[src/rtl/key_event_decoder.sv]
// key_event_decoder: classifies debounced press/release pulses into
// short / long / double gestures. Optional auto-repeat: KEY_REPEAT_EN.
module key_event_decoder #(
  parameter logic [25:0] T_LONG = 26'd50_000_000,
  parameter logic [25:0] T_DBL  = 26'd15_000_000,
  parameter logic [25:0] T_REP  = 26'd10_000_000
) (
  input  logic       CLOCK,
  input  logic       RESET,
  input  logic       PRESS,
  input  logic       RELEASE,
  output logic       SHORT,
  output logic       LONG,
  output logic       DOUBLE,
  output logic [1:0] LED
);

  typedef enum logic [2:0] {
    S_IDLE,
    S_HELD1,
    S_LONG_HELD,
    S_WAIT2,
    S_HELD2
  } state_t;

  state_t      r_state;
  state_t      w_next;
  logic [25:0] r_cnt;
  logic        w_short;
  logic        w_long;
  logic        w_dbl;
  logic        w_rep;
  logic        w_timed;

`ifndef KEY_REPEAT_EN
  // T_REP only matters when auto-repeat is built in
  logic w_unused_rep;
  assign w_unused_rep = ^T_REP;
`endif

  // state register
  always_ff @(posedge CLOCK or negedge RESET) begin
    if (!RESET) r_state <= S_IDLE;
    else        r_state <= w_next;
  end

  // next-state and gesture decisions
  always_comb begin
    w_next  = r_state;
    w_short = 1'b0;
    w_long  = 1'b0;
    w_dbl   = 1'b0;
    w_rep   = 1'b0;
    w_timed = 1'b0;
    unique case (r_state)
      S_IDLE: begin
        if (PRESS) w_next = S_HELD1;
      end
      S_HELD1: begin
        w_timed = 1'b1;
        if (RELEASE) begin
          w_next = S_WAIT2;
        end else if (r_cnt == T_LONG - 26'd1) begin
          w_long = 1'b1;
          w_next = S_LONG_HELD;
        end
      end
      S_LONG_HELD: begin
`ifdef KEY_REPEAT_EN
        w_timed = 1'b1;
        if (RELEASE) begin
          w_next = S_IDLE;
        end else if (r_cnt == T_REP - 26'd1) begin
          w_long = 1'b1;
          w_rep  = 1'b1;
        end
`else
        if (RELEASE) w_next = S_IDLE;
`endif
      end
      S_WAIT2: begin
        w_timed = 1'b1;
        if (PRESS) begin
          w_next = S_HELD2;
        end else if (r_cnt == T_DBL - 26'd1) begin
          w_short = 1'b1;
          w_next  = S_IDLE;
        end
      end
      S_HELD2: begin
        w_timed = 1'b1;
        if (RELEASE) begin
          w_dbl  = 1'b1;
          w_next = S_IDLE;
        end
      end
      default: w_next = S_IDLE;
    endcase
  end

  // saturating timer, cleared on every state entry and on each repeat
  always_ff @(posedge CLOCK or negedge RESET) begin
    if (!RESET) begin
      r_cnt <= '0;
    end else if ((w_next != r_state) || w_rep) begin
      r_cnt <= '0;
    end else if (w_timed && (r_cnt != '1)) begin
      r_cnt <= r_cnt + 26'd1;
    end
  end

  // registered gesture pulses and LED indicator
  always_ff @(posedge CLOCK or negedge RESET) begin
    if (!RESET) begin
      SHORT  <= 1'b0;
      LONG   <= 1'b0;
      DOUBLE <= 1'b0;
      LED    <= 2'b00;
    end else begin
      SHORT  <= w_short;
      LONG   <= w_long;
      DOUBLE <= w_dbl;
      LED    <= LED ^ {w_long | w_dbl, w_short | w_dbl};
    end
  end

endmodule
[config.mk]
export PLATFORM = sky130hd
export DESIGN_NAME = key_event_decoder
export DESIGN_NICKNAME = d
export VERILOG_FILES = /design/src/rtl/key_event_decoder.sv
export SDC_FILE = /design/constraint.sdc
export NUM_CORES = 1
export LEC_CHECK = 0
export BUFFER_PORTS_ARGS = -buffer_cell sky130_fd_sc_hd__buf_4
export CAP_MARGIN = 30
export CORE_ASPECT_RATIO = 0.8
export CORE_MARGIN = 5
export CORE_UTILIZATION = 65
export CTS_CLUSTER_SIZE = 28
export DETAILED_ROUTE_END_ITERATION = 6
export PLACE_DENSITY = 0.84
export SYNTH_ARGS = -nofsm -noshare
export SYNTH_HDL_FRONTEND = slang
export SYNTH_SLANG_ARGS = --single-unit
[constraint.sdc]
create_clock -name CLOCK -period 6.2 [get_ports CLOCK]
set_input_delay 1.24 -clock CLOCK [delete_from_list [all_inputs] [get_ports CLOCK]]
set_output_delay 1.24 -clock CLOCK [all_outputs]
set_load 0.1 [all_outputs]
==> metrics, run 1 <==
commonest non-fill, non-tap cell in the layout dfrtp_1; Startpoint Class flip-flop; Worst Hold Path Cells 1; drt wl/cell 17.3 um; FF-to-FF path depth 5; Die W 72.3 um; Clk Latency, worst-skew pair 0.29 ns; Hold Fails Final Rpt 0; CTS root buf clkbuf_8; syn avg cell area 9.47 um^2; Register Area 851 um^2; post-CTS sizing 0; area of the multi-input gates 1090 um^2; async set-reset flop share out of synthesis 1.00; Pleak 0.000841 uW; DRC errors left 0; vias in the first global route 1658; vias per cell 6.57; ANT cells 0; synth warn 0; post-synth top area share 0.422; Routed Antenna Nets 0; # H-tree levels 2; first-pass GRT wire length 7680 um; routed via count 1722; CTS sink cnt 34; worst clock skew 0.00391 ns; DP HPWL 3280 um; largest net degree at the start of global routing 35; worst hold margin 0.492 ns; CP arrival 2.72 ns; gr ovfl total 0; Max Slew Vio Count 0; Tightest Pin Transition 0.966 ns; Setup violations, final 0; Reg clk slew, reported paths 0.06 ns; highest clock rate 0.387 GHz; maximum VDD drop 288 uV; GP Congestion 0.932; CTS max path bufs 2; Syn-to-layout area delta 7.63%; # port buffers 8; cts bufs inserted 5; kind of critical path flip-flop to flip-flop; DIE AREA 4320 um^2; Top FF cell, synth dfrtp_1; number of DRC markers in iteration 0 158; area of the mapped netlist 2020 um^2; site row count 18; post-CTS setup buffer count 0; first drt pass iteration count 4; number of enable flip-flop cells after synthesis 0; fin crit share 0.416; Net Count, Synth 218; RSZ-0062 raised after global routing no; Starting Density 0.663; Hold-fix buffers, CTS 0; biggest area consumer among synthesized cells dfrtp_1; Synth area leaders dfrtp_1 42%, nor2_1 4.7%, xor2_1 3.9%, xnor2_1 3.5%, o2111ai_1 3.0%; total of max-cap violations 0; GRT Util Overall 0.235; CTS tree built; most frequent cells in the layout 34 x dfrtp_1, 25 x nor2_1, 16 x nand2_1; maximum fanout along the worst path 11; Routed Wire Length 4520 um; initial antenna violation count 0; number of library cell types mapped by synthesis 44; #FFs+latches synth 34; nets 226; slew margin rel. 0.356; endpoint type of the worst setup path flip-flop; Hold Crit Class flip-flop to flip-flop; core area 3040 um^2; Die Y-Extent 59.8 um; layout cells sized above 1 0.108; crit path time final 2.58 ns; # IOs 9; Cell Pwr Density 308 nW/um^2; Req. time, crit path 6.34 ns; Mapped Cells 213; TNS Setup 0 ns; number of fill cells in the layout 241; sequential area share after synthesis 0.422; status finished, final reports clean
==> per-stage QoR <==
| stage | setup slack, ns | util | total power, uW | area [um^2] | cells |
|---|---|---|---|---|---|
| 2_1_floorplan | 3.91 | - | 471 | 2020 | 213 |
| 3_3_place_gp | 3.61 | 0.684 | 492 | 2080 | 254 |
| 3_5_place_dp | 3.52 | 0.684 | 504 | 2080 | 254 |
| 4_1_cts | 3.63 | 0.714 | 672 | 2170 | 262 |
| 5_1_grt | 3.41 | 0.714 | 705 | 2170 | 262 |
| 6_report | 3.62 | 0.714 | 668 | 2170 | 262 |
==> synthesized netlist by cell type, types with 4 or more instances <==
| master | number |
|---|---|
| xnor2_1 | 8 |
| nand2_1 | 16 |
| and4_1 | 5 |
| inv_1 | 8 |
| o21ai_0 | 7 |
| nor2_1 | 25 |
| a21oi_1 | 11 |
| nor3_1 | 4 |
| buf_2 | 5 |
| nand3_1 | 9 |
| or3_1 | 5 |
| o2111ai_1 | 7 |
| dfrtp_1 | 34 |
| nand4_1 | 9 |
| xor2_1 | 9 |
| a211oi_1 | 7 |
==> where the power goes <==
group	switching, uW	leakage (uW)	internal (uW)
Combinational	172	0.000328	60.9
Clock	75.5	0.0000482	89.3
Sequential	28.2	0.000465	243
==> worst paths after layout <==
| path | slack (ns) | endpoint | start |
|---|---|---|---|
| min in group asynchronous | 0.88 | r_cnt[21] | RESET |
| max in group asynchronous | 5.02 | r_cnt[2] | RESET |
| worst max register to register | 3.62 | r_cnt[1] | r_cnt[12] |
| worst max-delay path | 3.62 | r_cnt[1] | r_cnt[12] |
| worst min-delay path | 0.49 | LED[0] | LED[0] |
| worst min register to register | 0.49 | LED[0] | LED[0] |
==> cell families after synthesis <==
| group | synth area share |
|---|---|
| compound gates | 0.175 |
| xor+xnor | 0.0738 |
| fa+ha+maj | 0.0112 |
| buf+inv | 0.0385 |
| flops | 0.422 |
| mux | 0.00993 |
| simple gates | 0.270 |
==> layer usage <==
layer | vias up | GRT usage | part of all wire
met2 | 82 | 0.383 | 0.48
li1 | 814 | - | -
met5 | - | 0 | 0
met3 | 8 | 0.0521 | 0.082
met4 | 0 | 0.115 | 0.018
met1 | 818 | 0.298 | 0.42
==> registers in the layout, indices dropped and copies added (netlist names) <==
register	flops
r_cnt	26
r_state	3
DOUBLE	1
LED	2
SHORT	1
LONG	1
==> critical path, stage by stage (launching register included) <==
cell and delay [ns]:
dfrtp_1 0.44, nand4_1 0.37, nor4_2 0.89, a21o_1 0.42, mux2i_1 0.24, nor2_1 0.06
==> layout make-up <==
cell class	count	share of cell area
inverters	8	0.0138
repair buffers	8	0.0277
multi-input cells	164	0.501
clock inverters	1	0.00231
flip-flops and latches	34	0.392
clock buffers	7	0.0398
well taps	40	0.0231
(Power assumes the default switching activity.)
==> run 2: changes to the inputs <==
Settings changed: CORE_UTILIZATION 65 to 61, PLACE_DENSITY 0.84 to 0.79.
Clock period 6.2 ns to 2.6 ns, I/O delays scaled along.
==> metrics, run 2 (synthesis gave the netlist of run 1 again) <==
status finished, final reports clean; Reg clk slew, reported paths 0.06 ns; Reg with most FFs r_cnt; first-pass GRT wire length 7650 um; maximum fanout along the worst path 10; crit path time final 2.21 ns; gr ovfl total 0; post-CTS setup buffer count 0; routed via count 1697; DIE AREA 4560 um^2; worst hold margin 0.166 ns; DP HPWL 3120 um; top flop regs r_cnt: 26 flops, r_state: 3 flops, LED: 2 flops; Syn-to-layout area delta 7.94%; # IOs 9; # H-tree levels 2; vias per cell 6.48; Die W 74.3 um; post-placement worst setup slack 0.440 ns; nets 228; DRC errors left 0; initial antenna violation count 0; worst clock skew 0.00517 ns; site row count 18; RSZ-0062 raised after global routing no; Req. time, crit path 2.81 ns; Startpoint Class flip-flop; Final WS setup 0.391 ns; total of max-cap violations 0; max FFs per register 26; Pleak 0.000846 uW; Critical Path, Cell by Cell ha_1, and3_1, and4_1, a21o_1, or4_1, a21oi_1; core area 3130 um^2; slew margin rel. 0.636; reg2reg start r_cnt[0]; drt wl/cell 16.6 um; commonest non-fill, non-tap cell in the layout dfrtp_1; Placed Area 2090 um^2; Slowest cell on crit path or4_1; CTS root buf clkbuf_8; Hold-fix buffers, CTS 0; Tightest Pin Transition 0.545 ns; Max Slew Vio Count 0; Critical Path Start r_cnt[0]; highest clock rate 0.453 GHz; number of DRC markers in iteration 0 143; TNS Setup 0 ns; Hold Fails Final Rpt 0; fin crit share 0.849; ANT cells 0; slowest stage delay, CP 0.45 ns; flop2flop setup slack 0.39 ns; Buf+Inv Stages, Crit Path 0; GP Congestion 0.927; Routed Wire Length 4360 um; CTS sink cnt 34; Clk Latency, worst-skew pair 0.29 ns; Die Y-Extent 61.4 um; cell family with most CP delay simple AND/OR/NAND/NOR gates; CTS tree built; Starting Density 0.644; Setup violations, final 0; CTS max path bufs 2; GRT Util Overall 0.225; layout cells sized above 1 0.113; post-CTS sizing 0; FF-to-FF path depth 6; Routed Antenna Nets 0; kind of critical path flip-flop to flip-flop; Cell Pwr Density 728 nW/um^2; most frequent cells in the layout 34 x dfrtp_1, 25 x nor2_1, 16 x nand2_1; RR Endpoint r_cnt[6]; design area 2180 um^2; endpoint type of the worst setup path flip-flop; maximum VDD drop 443 uV; CP arrival 2.42 ns; Hold Crit Class input pin to asynchronous set/reset pin; first drt pass iteration count 4; largest net degree at the start of global routing 35; vias in the first global route 1659; cts bufs inserted 5; # port buffers 8
==> run 2: cell count changes in the layout (fill, tap and decap cells not counted), sizes merged <==
cell and delta:
clkinv -1, buf +2, clkbuf -1
==> run 2: power breakdown <==
| part | internal, uW | total [uW] | switching (uW) |
|---|---|---|---|
| Clock | 204 | 372 | 169 |
| Combinational | 158 | 569 | 411 |
| Sequential | 579 | 642 | 63.8 |
| Total | 940 | 1580 | 644 |
==> run 2: how the worst max path moves through the flow <==
stage | end | slack, ns | cells past startpoint
after floorplan | r_cnt[6] | 0.55 | 8
after global placement | r_cnt[7] | 0.52 | 6
after detailed placement | r_cnt[6] | 0.44 | 6
after CTS | r_cnt[6] | 0.42 | 6
after global routing | LED[1] | 0.26 | 5
final | r_cnt[6] | 0.39 | 6
==> run 2: through the flow <==
stage	total power, uW	std cells	utilization
final	1580	262	0.695
after global routing	1670	262	0.695
after CTS	1590	262	0.695
after detailed placement	1220	256	0.669
after global placement	1200	256	0.669
after floorplan	1120	213	-
==> run 2: layout make-up <==
| class | instances | area [um^2] |
|---|---|---|
| Clock buffer | 6 | 82.6 |
| Fill cell | 241 | 953 |
| Inverter | 8 | 30.0 |
| Multi-Input combinational cell | 164 | 1090 |
| Sequential cell | 34 | 851 |
| Tap cell | 40 | 50.0 |
| Timing Repair Buffer | 10 | 75.1 |
==> run 2: metal layers <==
metal	vias up	part of all wire	GRT usage
met1	838	0.47	0.308
met4	0	0.013	0.0838
met5	-	0	0
met2	47	0.45	0.330
li1	805	-	-
met3	7	0.067	0.0799
==> run 3: changes to the inputs <==
Settings changed: ABC_AREA from default to 1, CORE_UTILIZATION 61 to 55, PLACE_DENSITY 0.79 to 0.75.
Clock period 2.6 ns to 1.8 ns, I/O delays scaled along.
==> metrics, run 3 <==
max FFs per register 26; nets 339; Routed Antenna Nets 0; Setup violations, final 2; maximum VDD drop 603 uV; kind of critical path flip-flop to flip-flop; biggest area consumer among synthesized cells dfrtp_1; failing checks setup timing; # port buffers 8; Hold Crit Class input pin to asynchronous set/reset pin; reg2reg start r_cnt[1]; site row count 20; fin crit share 1.00; worst clock skew 0.00341 ns; Req. time, crit path 1.98 ns; #FFs+latches synth 34; Final Util 0.674; post-synth top area share 0.396; Top FF cell, synth dfrtp_1; gr ovfl total 0; syn avg cell area 7.05 um^2; sequential area share after synthesis 0.396; Max Slew Vio Count 0; number of enable flip-flop cells after synthesis 0; Startpoint Class flip-flop; GP Congestion 0.987; commonest non-fill, non-tap cell in the layout nand2_1; # H-tree levels 2; Synth area leaders dfrtp_1 40%, nand2_1 13%, nor2_1 9.6%, inv_1 8.4%, xor2_1 7.7%; DRC errors left 0; number of DRC markers in iteration 0 100; Die Y-Extent 65.9 um; RR Endpoint r_cnt[14]; # IOs 9; first drt pass iteration count 4; post-placement worst setup slack 0.000471 ns; Starting Density 0.569; Hold-fix buffers, CTS 0; layout cells sized above 1 0.197; CP arrival 1.98 ns; routed via count 1901; total of max-cap violations 0; highest clock rate 0.555 GHz; power share of the combinational group 0.453; core area 3780 um^2; Mapped Cells 305; Syn-to-layout area delta 18.4%; net switching power 1130 uW; Die W 79.9 um; maximum fanout along the worst path 11; Post-Layout Cell Count 390; ANT cells 0; drt wl/cell 11.4 um; async set-reset flop share out of synthesis 1.00; initial antenna violation count 0; slew margin rel. 0.722; GRT Util Overall 0.191; largest net degree at the start of global routing 35; first-pass GRT wire length 7760 um; Clock power frac 0.237; endpoint type of the worst setup path flip-flop; Tightest Pin Transition 0.417 ns; number of library cell types mapped by synthesis 22; synth warn 0; status finished with violations; count leader, synth nand2_1; Pleak 0.00113 uW; vias per cell 4.87; Net Count, Synth 310; cts bufs inserted 5; CTS root buf clkbuf_8; CTS max path bufs 2; FF-to-FF path depth 11; area of the mapped netlist 2150 um^2; DIE AREA 5270 um^2; placed cells 380; sequential share of power 0.310; Hold Fails Final Rpt 0; vias in the first global route 1845; Cell Pwr Density 1120 nW/um^2; crit path time final 1.80 ns; top flop regs r_cnt: 26 flops, r_state: 3 flops, LED: 2 flops; most frequent cells in the layout 71 x nand2_1, 49 x nor2_1, 47 x inv_1; CTS sink cnt 34; CTS tree built; switching share of power 0.394; Clk Latency, worst-skew pair 0.29 ns; Final WS setup -0.00331 ns; Synth top cells by count 75 x nand2_1, 55 x nor2_1, 48 x inv_1; RSZ-0062 raised after global routing yes; DP HPWL 3350 um; Int Power 1730 uW; Reg clk slew, reported paths 0.07 ns; flop2flop setup slack -0.003 ns; Routed Wire Length 4450 um; Reg with most FFs r_cnt
run 3: changes by cell type after synthesis, moves of 11 or more:
cell / before / now
nor2_2: 0 / 13
nand2_1: 16 / 75
nor2_1: 25 / 55
a21oi_1: 11 / 0
inv_1: 8 / 48
nand3_1: 9 / 21
run 3: routing by layer:
layer | vias up | global-route usage | share of wire
li1 | 988 | - | -
met1 | 846 | 0.256 | 0.48
met2 | 62 | 0.300 | 0.45
met3 | 5 | 0.0422 | 0.067
met4 | 0 | 0.0759 | 0.0090
met5 | - | 0 | 0
run 3: metrics by stage:
step                      total power (uW)  hold WS (ns)  instance area (um^2)  setup TNS [ns]
after floorplan                       1720        0.0644                  2150               0
after global placement                2090         0.330                  2390               0
after detailed placement              2100         0.331                  2390               0
after CTS                             2820        0.0165                  2510         -0.0208
after global routing                  3030        0.0444                  2550           -3.07
final                                 2860       0.00703                  2550        -0.00337
run 3: worst max-delay path by stage:
stage                     slack (ns)     start   endpoint  depth (start not counted)
after floorplan                 0.12  r_cnt[0]   r_cnt[5]                         11
after global placement          0.03  r_cnt[0]  r_cnt[14]                          9
after detailed placement      0.0005  r_cnt[0]  r_cnt[14]                         11
after CTS                     -0.009  r_cnt[0]  r_cnt[14]                         13
after global routing           -0.14  r_cnt[1]  r_cnt[13]                         13
final                         -0.003  r_cnt[1]  r_cnt[14]                         11
run 3: critical path: stages (launching register included):
cell      delay, ns
dfrtp_1        0.36
ha_2           0.20
nand2_2        0.07
nor2_4         0.13
inv_2          0.08
nor2_2         0.11
nand2_2        0.09
a21boi_2       0.16
nand3_1        0.14
nand3_4        0.14
buf_12         0.15
nor2_1         0.04
run 3: area by class of cell:
type	instances	area, um^2
Timing Repair Buffer	25	216
Clock buffer	7	76.3
Sequential cell	34	851
Inverter	49	184
Tap cell	55	68.8
Multi-Input combinational cell	219	1120
Fill cell	323	1230
Clock inverter	1	30.0
run 3: repair_timing:
item | in CTS | in global routing
cloned | 0 | 0
hold endpoints to repair | 0 | 0
pin swaps | 1 | 2
gates resized for setup | 1 | 15
setup buffers | 1 | 1
endpoints found under the setup margin | 13 | 25
run 3: logic make-up (layout without fill, tap and decap cells):
logic type | after synthesis | in the layout | share of synthesized area
DFF | 34 | 34 | 0.396
AOI/OAI and AO/OA | 9 | 9 | 0.0250
buffers and inverters | 52 | 82 | 0.0983
xor gates and xnor gates | 20 | 20 | 0.0814
adders and majority gates | 1 | 1 | 0.00582
and+or+nand+nor | 189 | 189 | 0.394
run 3: power by group through the flow:
stage | logic, uW | clock network (uW) | registers, uW
2_1_floorplan | 659 | 0 | 1060
3_3_place_gp | 1190 | 0 | 900
3_5_place_dp | 1200 | 0 | 898
4_1_cts | 1240 | 698 | 886
5_1_grt | 1390 | 733 | 899
6_report | 1300 | 677 | 888
